### config.mk
export PLATFORM = sky130hd
export DESIGN_NAME = encrypt_load
export DESIGN_NICKNAME = d
export VERILOG_FILES = /design/src/rtl/encrypt_load_pkg.sv /design/src/rtl/encrypt_load_tag.sv /design/src/rtl/encrypt_load.sv
export SDC_FILE = /design/constraint.sdc
export NUM_CORES = 1
export LEC_CHECK = 0
export ABC_AREA = 1
export BUFFER_PORTS_ARGS = -buffer_cell sky130_fd_sc_hd__buf_2
export CORE_UTILIZATION = 49
export DETAILED_ROUTE_END_ITERATION = 8
export PLACE_DENSITY_LB_ADDON = 0.05
export SYNTH_ARGS = -nofsm -noshare
export SYNTH_HDL_FRONTEND = slang
export SYNTH_HIERARCHICAL = 1
export SYNTH_SLANG_ARGS = --single-unit
export TNS_END_PERCENT = 1
### constraint.sdc
create_clock -name clk -period 10.5 [get_ports clk]
set_clock_uncertainty 0.15 [all_clocks]
set_input_delay 2.625 -clock clk [delete_from_list [all_inputs] [get_ports clk]]
set_output_delay 2.625 -clock clk [all_outputs]
set_load 0.005 [all_outputs]
### src/rtl/encrypt_load_pkg.sv
// Shared block/key/round parameters and FSM state encoding for the encrypt_load front end.
package encrypt_load_pkg;

  localparam int unsigned N_B_DEF = 64;
  localparam int unsigned N_K_DEF = 80;
  localparam int unsigned N_R_DEF = 31;
  localparam int unsigned NBB_DEF = N_B_DEF / 8;
  localparam int unsigned NKB_DEF = N_K_DEF / 8;

  typedef enum logic [1:0] {
    ST_KEY   = 2'd0,
    ST_FILL  = 2'd1,
    ST_ISSUE = 2'd2
  } state_e;

endpackage

### src/rtl/encrypt_load_tag.sv
// Single-bit token delay line; a token entering at i_tok leaves o_tok DEPTH cycles later.
module encrypt_load_tag #(
  parameter int unsigned DEPTH = 32
) (
  input  logic clk,
  input  logic rst,
  input  logic i_tok,
  output logic o_tok
);

  logic [DEPTH-1:0] r_line;

  always_ff @(posedge clk or posedge rst) begin
    if (rst) r_line <= '0;
    else     r_line <= DEPTH'({r_line, i_tok});
  end

  assign o_tok = r_line[DEPTH-1];

endmodule

### src/rtl/encrypt_load.sv
// Byte-stream loader for key and plaintext feeding encrypt_pipe; tracks issued blocks to r_valid.
// ENCRYPT_LOAD_LE_EN: when defined, the first byte lands in bits [7:0] instead of the MSB.
module encrypt_load
  import encrypt_load_pkg::*;
#(
  parameter int unsigned N_B = N_B_DEF,
  parameter int unsigned N_K = N_K_DEF,
  parameter int unsigned N_R = N_R_DEF
) (
  input  logic           clk,
  input  logic           rst,
  input  logic [7:0]     d,
  input  logic           d_valid,
  output logic           d_ready,
  input  logic           kld,
  output logic [N_K-1:0] k,
  output logic [N_B-1:0] m,
  output logic           issue,
  input  logic [N_B-1:0] c,
  output logic [N_B-1:0] r,
  output logic           r_valid
);

  localparam int unsigned NBB  = N_B / 8;
  localparam int unsigned NKB  = N_K / 8;
  localparam int unsigned NMAX = (NKB > NBB) ? NKB : NBB;
  localparam int unsigned CW   = $clog2(NMAX + 1);

  state_e         r_state, w_state_nxt;
  logic [CW-1:0]  r_cnt, w_cnt_nxt, w_cnt_base;
  logic           r_pend, w_pend_nxt, w_kld, w_key_mode;
  logic [N_K-1:0] r_ksh, w_ksh_nxt, w_ksh_in, r_k, w_k_nxt;
  logic [N_B-1:0] r_msh, w_msh_nxt, w_msh_in, r_m, w_m_nxt;
  logic           r_issue, w_issue_nxt, r_d_ready, w_d_ready_nxt;

`ifdef ENCRYPT_LOAD_LE_EN
  assign w_ksh_in = N_K'({d, r_ksh} >> 8);
  assign w_msh_in = N_B'({d, r_msh} >> 8);
`else
  assign w_ksh_in = N_K'({r_ksh, d});
  assign w_msh_in = N_B'({r_msh, d});
`endif

  // A pending reload takes effect only between messages, never splitting a partial block.
  assign w_kld      = r_pend | kld;
  assign w_key_mode = (r_state == ST_KEY) ||
                      ((r_state == ST_FILL) && (r_cnt == '0) && w_kld);
  assign w_cnt_base = ((r_state == ST_KEY) && kld) ? '0 : r_cnt;

  always_ff @(posedge clk or posedge rst) begin
    if (rst) begin
      r_state   <= ST_KEY;
      r_cnt     <= '0;
      r_pend    <= 1'b0;
      r_ksh     <= '0;
      r_msh     <= '0;
      r_k       <= '0;
      r_m       <= '0;
      r_issue   <= 1'b0;
      r_d_ready <= 1'b1;
    end else begin
      r_state   <= w_state_nxt;
      r_cnt     <= w_cnt_nxt;
      r_pend    <= w_pend_nxt;
      r_ksh     <= w_ksh_nxt;
      r_msh     <= w_msh_nxt;
      r_k       <= w_k_nxt;
      r_m       <= w_m_nxt;
      r_issue   <= w_issue_nxt;
      r_d_ready <= w_d_ready_nxt;
    end
  end

  always_comb begin
    w_state_nxt = r_state;
    w_cnt_nxt   = r_cnt;
    w_pend_nxt  = w_kld;
    w_ksh_nxt   = r_ksh;
    w_msh_nxt   = r_msh;
    w_k_nxt     = r_k;
    w_m_nxt     = r_m;
    if (w_key_mode) begin
      w_state_nxt = ST_KEY;
      w_pend_nxt  = 1'b0;
      w_cnt_nxt   = w_cnt_base;
      if (d_valid) begin
        w_ksh_nxt = w_ksh_in;
        if (w_cnt_base == CW'(NKB - 1)) begin
          w_k_nxt     = w_ksh_in;
          w_cnt_nxt   = '0;
          w_state_nxt = ST_FILL;
        end else begin
          w_cnt_nxt = w_cnt_base + CW'(1);
        end
      end
    end else begin
      case (r_state)
        ST_FILL: begin
          if (d_valid) begin
            w_msh_nxt = w_msh_in;
            if (r_cnt == CW'(NBB - 1)) begin
              w_m_nxt     = w_msh_in;
              w_cnt_nxt   = '0;
              w_state_nxt = ST_ISSUE;
            end else begin
              w_cnt_nxt = r_cnt + CW'(1);
            end
          end
        end
        ST_ISSUE: begin
          if (w_kld) begin
            w_state_nxt = ST_KEY;
            w_pend_nxt  = 1'b0;
          end else begin
            w_state_nxt = ST_FILL;
          end
        end
        default: w_state_nxt = ST_KEY;
      endcase
    end
    w_issue_nxt   = (w_state_nxt == ST_ISSUE);
    w_d_ready_nxt = (w_state_nxt != ST_ISSUE);
  end

  encrypt_load_tag #(
    .DEPTH (N_R + 1)
  ) u_tag (
    .clk   (clk),
    .rst   (rst),
    .i_tok (r_issue),
    .o_tok (r_valid)
  );

  assign d_ready = r_d_ready;
  assign issue   = r_issue;
  assign k       = r_k;
  assign m       = r_m;
  assign r       = c;

endmodule

======== Word level (Yosys, flattened, before mapping) ========
Index checks and enable logic that the tools add are counted.
storage, ports and cells
  flip-flop bits (word level) ............. 313
  input bits .............................. 76
  output and inout port bits .............. 211
  word-level logic and storage cells ...... 49
operators by class
  $add $sub $neg .......................... 2
  eq/ne operators ......................... 6
  muxes and demuxes ....................... 16
  bitwise logic cells ..................... 2
  reductions and logical operators ........ 13
operators with widths
  operator                                              count
  2-to-1 mux 4 bit                                      7
  adder 4 x 1 -> 4 bit (second input constant)          2
  2-to-1 mux 2 bit                                      3
  AND reduction 3 bit                                   2
  2-to-1 mux 1 bit                                      5
  equality test 2 bit (second input constant)           2
  equality test 4 x 3 -> 1 bit (second input constant)  1
  equality test 4 bit (second input constant)           1
  logical NOT 4 bit                                     1
  case mux 2 bit (2 select lines)                       1
  AND reduction 2 bit                                   2
  AND reduction 4 bit                                   1
  nonzero test 2 bit                                    2
  logical AND 1 bit                                     3
  equality test 2 x 1 -> 1 bit (second input constant)  1
  logical NOT 2 bit                                     1
  != test 2 bit (second input constant)                 1
  logical OR 1 bit                                      1
  inverter 1 bit                                        1
  OR 1 bit                                              1

======== Longest topological paths before layout ========
  word-level depth ........................ 8
  gate-level depth with buffers ........... 12
  mapped depth without buffers ............ 10

======== Cells and area by module ========
Netlist, hierarchy kept.
modules (own cells, without submodules)
  module            instances  cells each  area each (um2)  seq. area each (um2)
  encrypt_load      1          1176        11737.5          7033.0
  encrypt_load_tag  1          33          804.5            800.8

======== Worst setup path before layout ========
Ideal clock, no wire load.
  kind .................................... input port to output port
  start ................................... input port c[0]
  end ..................................... output port r[0]
  arrival ................................. 2736 ps
  required time ........................... 7725 ps
  slack ................................... 4989 ps
  stages on the path ...................... 1
  buffers on the path ..................... 1
  cells stage by stage .................... buf_4
RTL lines
  what             line                text
  start, declared  encrypt_load.sv:19  input logic [N_B-1:0] c,
  end, declared    encrypt_load.sv:20  output logic [N_B-1:0] r,
No word-level cell between the ends.

======== Worst setup path in the final report ========
  start ................................... input port c[24]
  end ..................................... output port r[24]
No word-level cell between the ends.

==> impl_metrics.py <==
metrics = {
    "yosys": {
        "syn-cell-area_um2": 12500,
        "synth-seq-cells": 313,
        "yosys_warnings": 6,
        "mappedNetlistNets": 1290,
        "netlist_instances": 1209,
        "ys_seq_area_frac": 0.625,
        "synth_cell_type_count": 26,
        "avgSynthCellArea_um2": 10.4,
    },
    "global_route": {
        "grt_pass1_vias": 7641,
        "grt_start_max_net_pins": 158,
        "grt_pass1_wl_mm": 39.8,
        "antenna_found_initial": 1,
        "grt_overflow": 0,
        "grt_use_total": 0.190,
    },
    "pwr": {
        "p_leak_nw": 7.27,
        "power_density_nw_per_um2": 179,
        "peakVddDrop_v": 0.000136,
    },
    "worst_setup_path": {
        "rrSetupSlack_ps": 7100,
        "worstSetupPathType": "in2out",
        "start_kind": "input port",
        "path_max_fanout": 1,
        "crit_arrival_ps": 2630,
        "end_kind": "primary output",
        "cp.required_ps": 7730,
    },
    "sta": {
        "final.setup.worst_slack_ps": 5100,
        "period_share": 0.514,
        "worstMarginPinSlew_ps": 1150,
        "clock.fmax_mhz": 185,
        "slew-limit-headroom": 0.233,
        "grt_setup_unrepaired": "false",
        "finalSetupViolCount": 0,
        "finalSetupTns_ps": 0,
        "period_needed_ps": 5400,
        "finalMaxSlewViolations": 0,
        "hold_viol_final": 0,
    },
    "layout": {
        "instances_no_fill": 1637,
        "antenna_cells": 0,
        "nNetsFinal": 1367,
        "drive_above_1_share": 0.236,
        "area_delta_synth_final_pct": 10.6,
        "final_common_cell": "dfrtp_1",
        "final_cell_mix": "312 x dfrtp_1, 290 x nand2_1, 158 x buf_2",
    },
    "placed_design": {
        "io_buffers": 158,
        "gp_congestion": 0.784,
        "dp_hpwl_mm": 15.1,
        "pre_cts_slack_ps": 5030,
        "place_inst": 1580,
    },
    "outcome": {
        "outcome": "complete, no violations",
    },
    "cts": {
        "cts_inserted_buffers": 34,
        "clkLatencyLatePin_ps": 500,
        "cts_htree_levels": 2,
        "clk_pin_slew_worst_paths_ps": 60,
        "cts.repair.resized": 0,
        "cts.sinks": 313,
        "cts_hold_buf": 0,
        "clockBufferDepth": 3,
        "cts_root_buf": "clkbuf_16",
        "cts_tree": "yes",
        "cts_setup_buffers": 0,
    },
    "worst_hold_path": {
        "hold_class": "reg2reg",
    },
    "routing": {
        "via_per_inst": 4.82,
        "firstDrtPassIters": 5,
        "route.detailed.drc": 0,
        "wl_mm": 24.1,
        "antenna_left": 0,
        "drt_iter0_drc": 695,
        "num_vias": 7884,
        "routedWlPerCell_um": 14.7,
    },
    "flow_run": {
        "cap_violations": 0,
    },
    "die": {
        "die_area_um2": 26200,
        "io_pins": 287,
        "initial_core_util": 0.500,
        "die_h_um": 162,
        "coreArea_um2": 25100,
        "die_x_um": 162,
        "rows": 58,
    },
}
final timing paths:
check	startpoint	end	depth (start not counted)
worst max-delay path	c[24]	r[24]	0
worst min-delay path	u_tag/r_line[5]	u_tag/r_line[6]	0
min in group asynchronous	rst	u_tag/r_line[30]	2
max in group asynchronous	rst	r_state[1]	4
worst max register to register	r_cnt[1]	m[56]	11
worst min register to register	u_tag/r_line[5]	u_tag/r_line[6]	0
synth_stat cells:
library cell | count | share of area
nand3_1 | 10 | 0.0040
nor2_1 | 8 | 0.0024
nor3_1 | 1 | 0.00040
o21ai_1 | 124 | 0.049
buf_4 | 69 | 0.041
buf_2 | 11 | 0.0044
nand2_1 | 290 | 0.087
o21ai_0 | 78 | 0.031
nor2_4 | 1 | 0.00090
dfstp_2 | 1 | 0.0021
xor2_1 | 1 | 0.00070
nand4_1 | 2 | 0.0010
ha_1 | 5 | 0.0050
buf_6 | 29 | 0.026
nand2_2 | 11 | 0.0055
clkbuf_1 | 12 | 0.0036
inv_6 | 1 | 0.00070
o21ai_2 | 78 | 0.054
buf_8 | 2 | 0.0024
nor2_2 | 1 | 0.00050
inv_1 | 155 | 0.046
nand2_8 | 1 | 0.0016
nor2_8 | 2 | 0.0032
nand3_4 | 2 | 0.0028
dfrtp_1 | 312 | 0.62
a21oi_1 | 2 | 0.00080
metal layers:
| metal | part of all wire | GRT usage | vias up |
|---|---|---|---|
| met3 | 0.061 | 0.0455 | 90 |
| met5 | 0.00042 | 0 | - |
| li1 | - | - | 3885 |
| met2 | 0.44 | 0.282 | 179 |
| met1 | 0.46 | 0.264 | 3728 |
| met4 | 0.042 | 0.0875 | 2 |
stage by stage:
step / hold WS, ps / util / cell area (um^2) / total power [mW]
after floorplan: 181 / - / 12500 / 1.39
after global placement: 183 / 0.512 / 12800 / 1.40
after detailed placement: 185 / 0.512 / 12800 / 1.40
after CTS: 196 / 0.552 / 13900 / 2.52
after global routing: 194 / 0.552 / 13900 / 2.58
final: 193 / 0.552 / 13900 / 2.48
worst register-to-register path: stages, from the launching register on:
cell and delay (ps):
dfrtp_1 420, inv_1 110, ha_1 190, nand2_1 60
inv_1 60, nand3_4 100, nand2_8 110, nor2_8 90
buf_4 740, nand2_8 790, nand2_1 360, o21ai_2 70
cell type report:
cell class | count | area, um^2
inverter | 156 | 594
fill | 2349 | 11200
timing repair buffer | 164 | 848
tap | 330 | 413
multi-input combinational | 617 | 3160
clock buffer | 52 | 990
clock inverter | 5 | 31.3
sequential | 313 | 7830
power by group:
group / switching [mW] / leakage (nW) / internal, mW
Clock: 0.452 / 0.498 / 0.648
Combinational: 0.0780 / 2.78 / 0.0303
Sequential: 0.0216 / 3.99 / 1.25
Total: 0.552 / 7.27 / 1.92
sequential cells by signal (all words and copies together), names as in the netlist, 2 cells and up:
signal / flops
u_tag/r_line: 32
m: 64
r_cnt: 4
k: 80
r_ksh: 72
r_msh: 56
r_state: 2
logic make-up (layout without fill, tap and decap cells):
family | after synthesis | in the layout | synth area share
DFF | 313 | 313 | 0.625
and+or+nand+nor | 329 | 329 | 0.109
AOI/OAI and AO/OA | 282 | 282 | 0.136
adders and majority gates | 5 | 5 | 0.00499
buffers and inverters | 279 | 377 | 0.125
xor gates and xnor gates | 1 | 1 | 0.000698
Power figures use the tool's default switching activity.
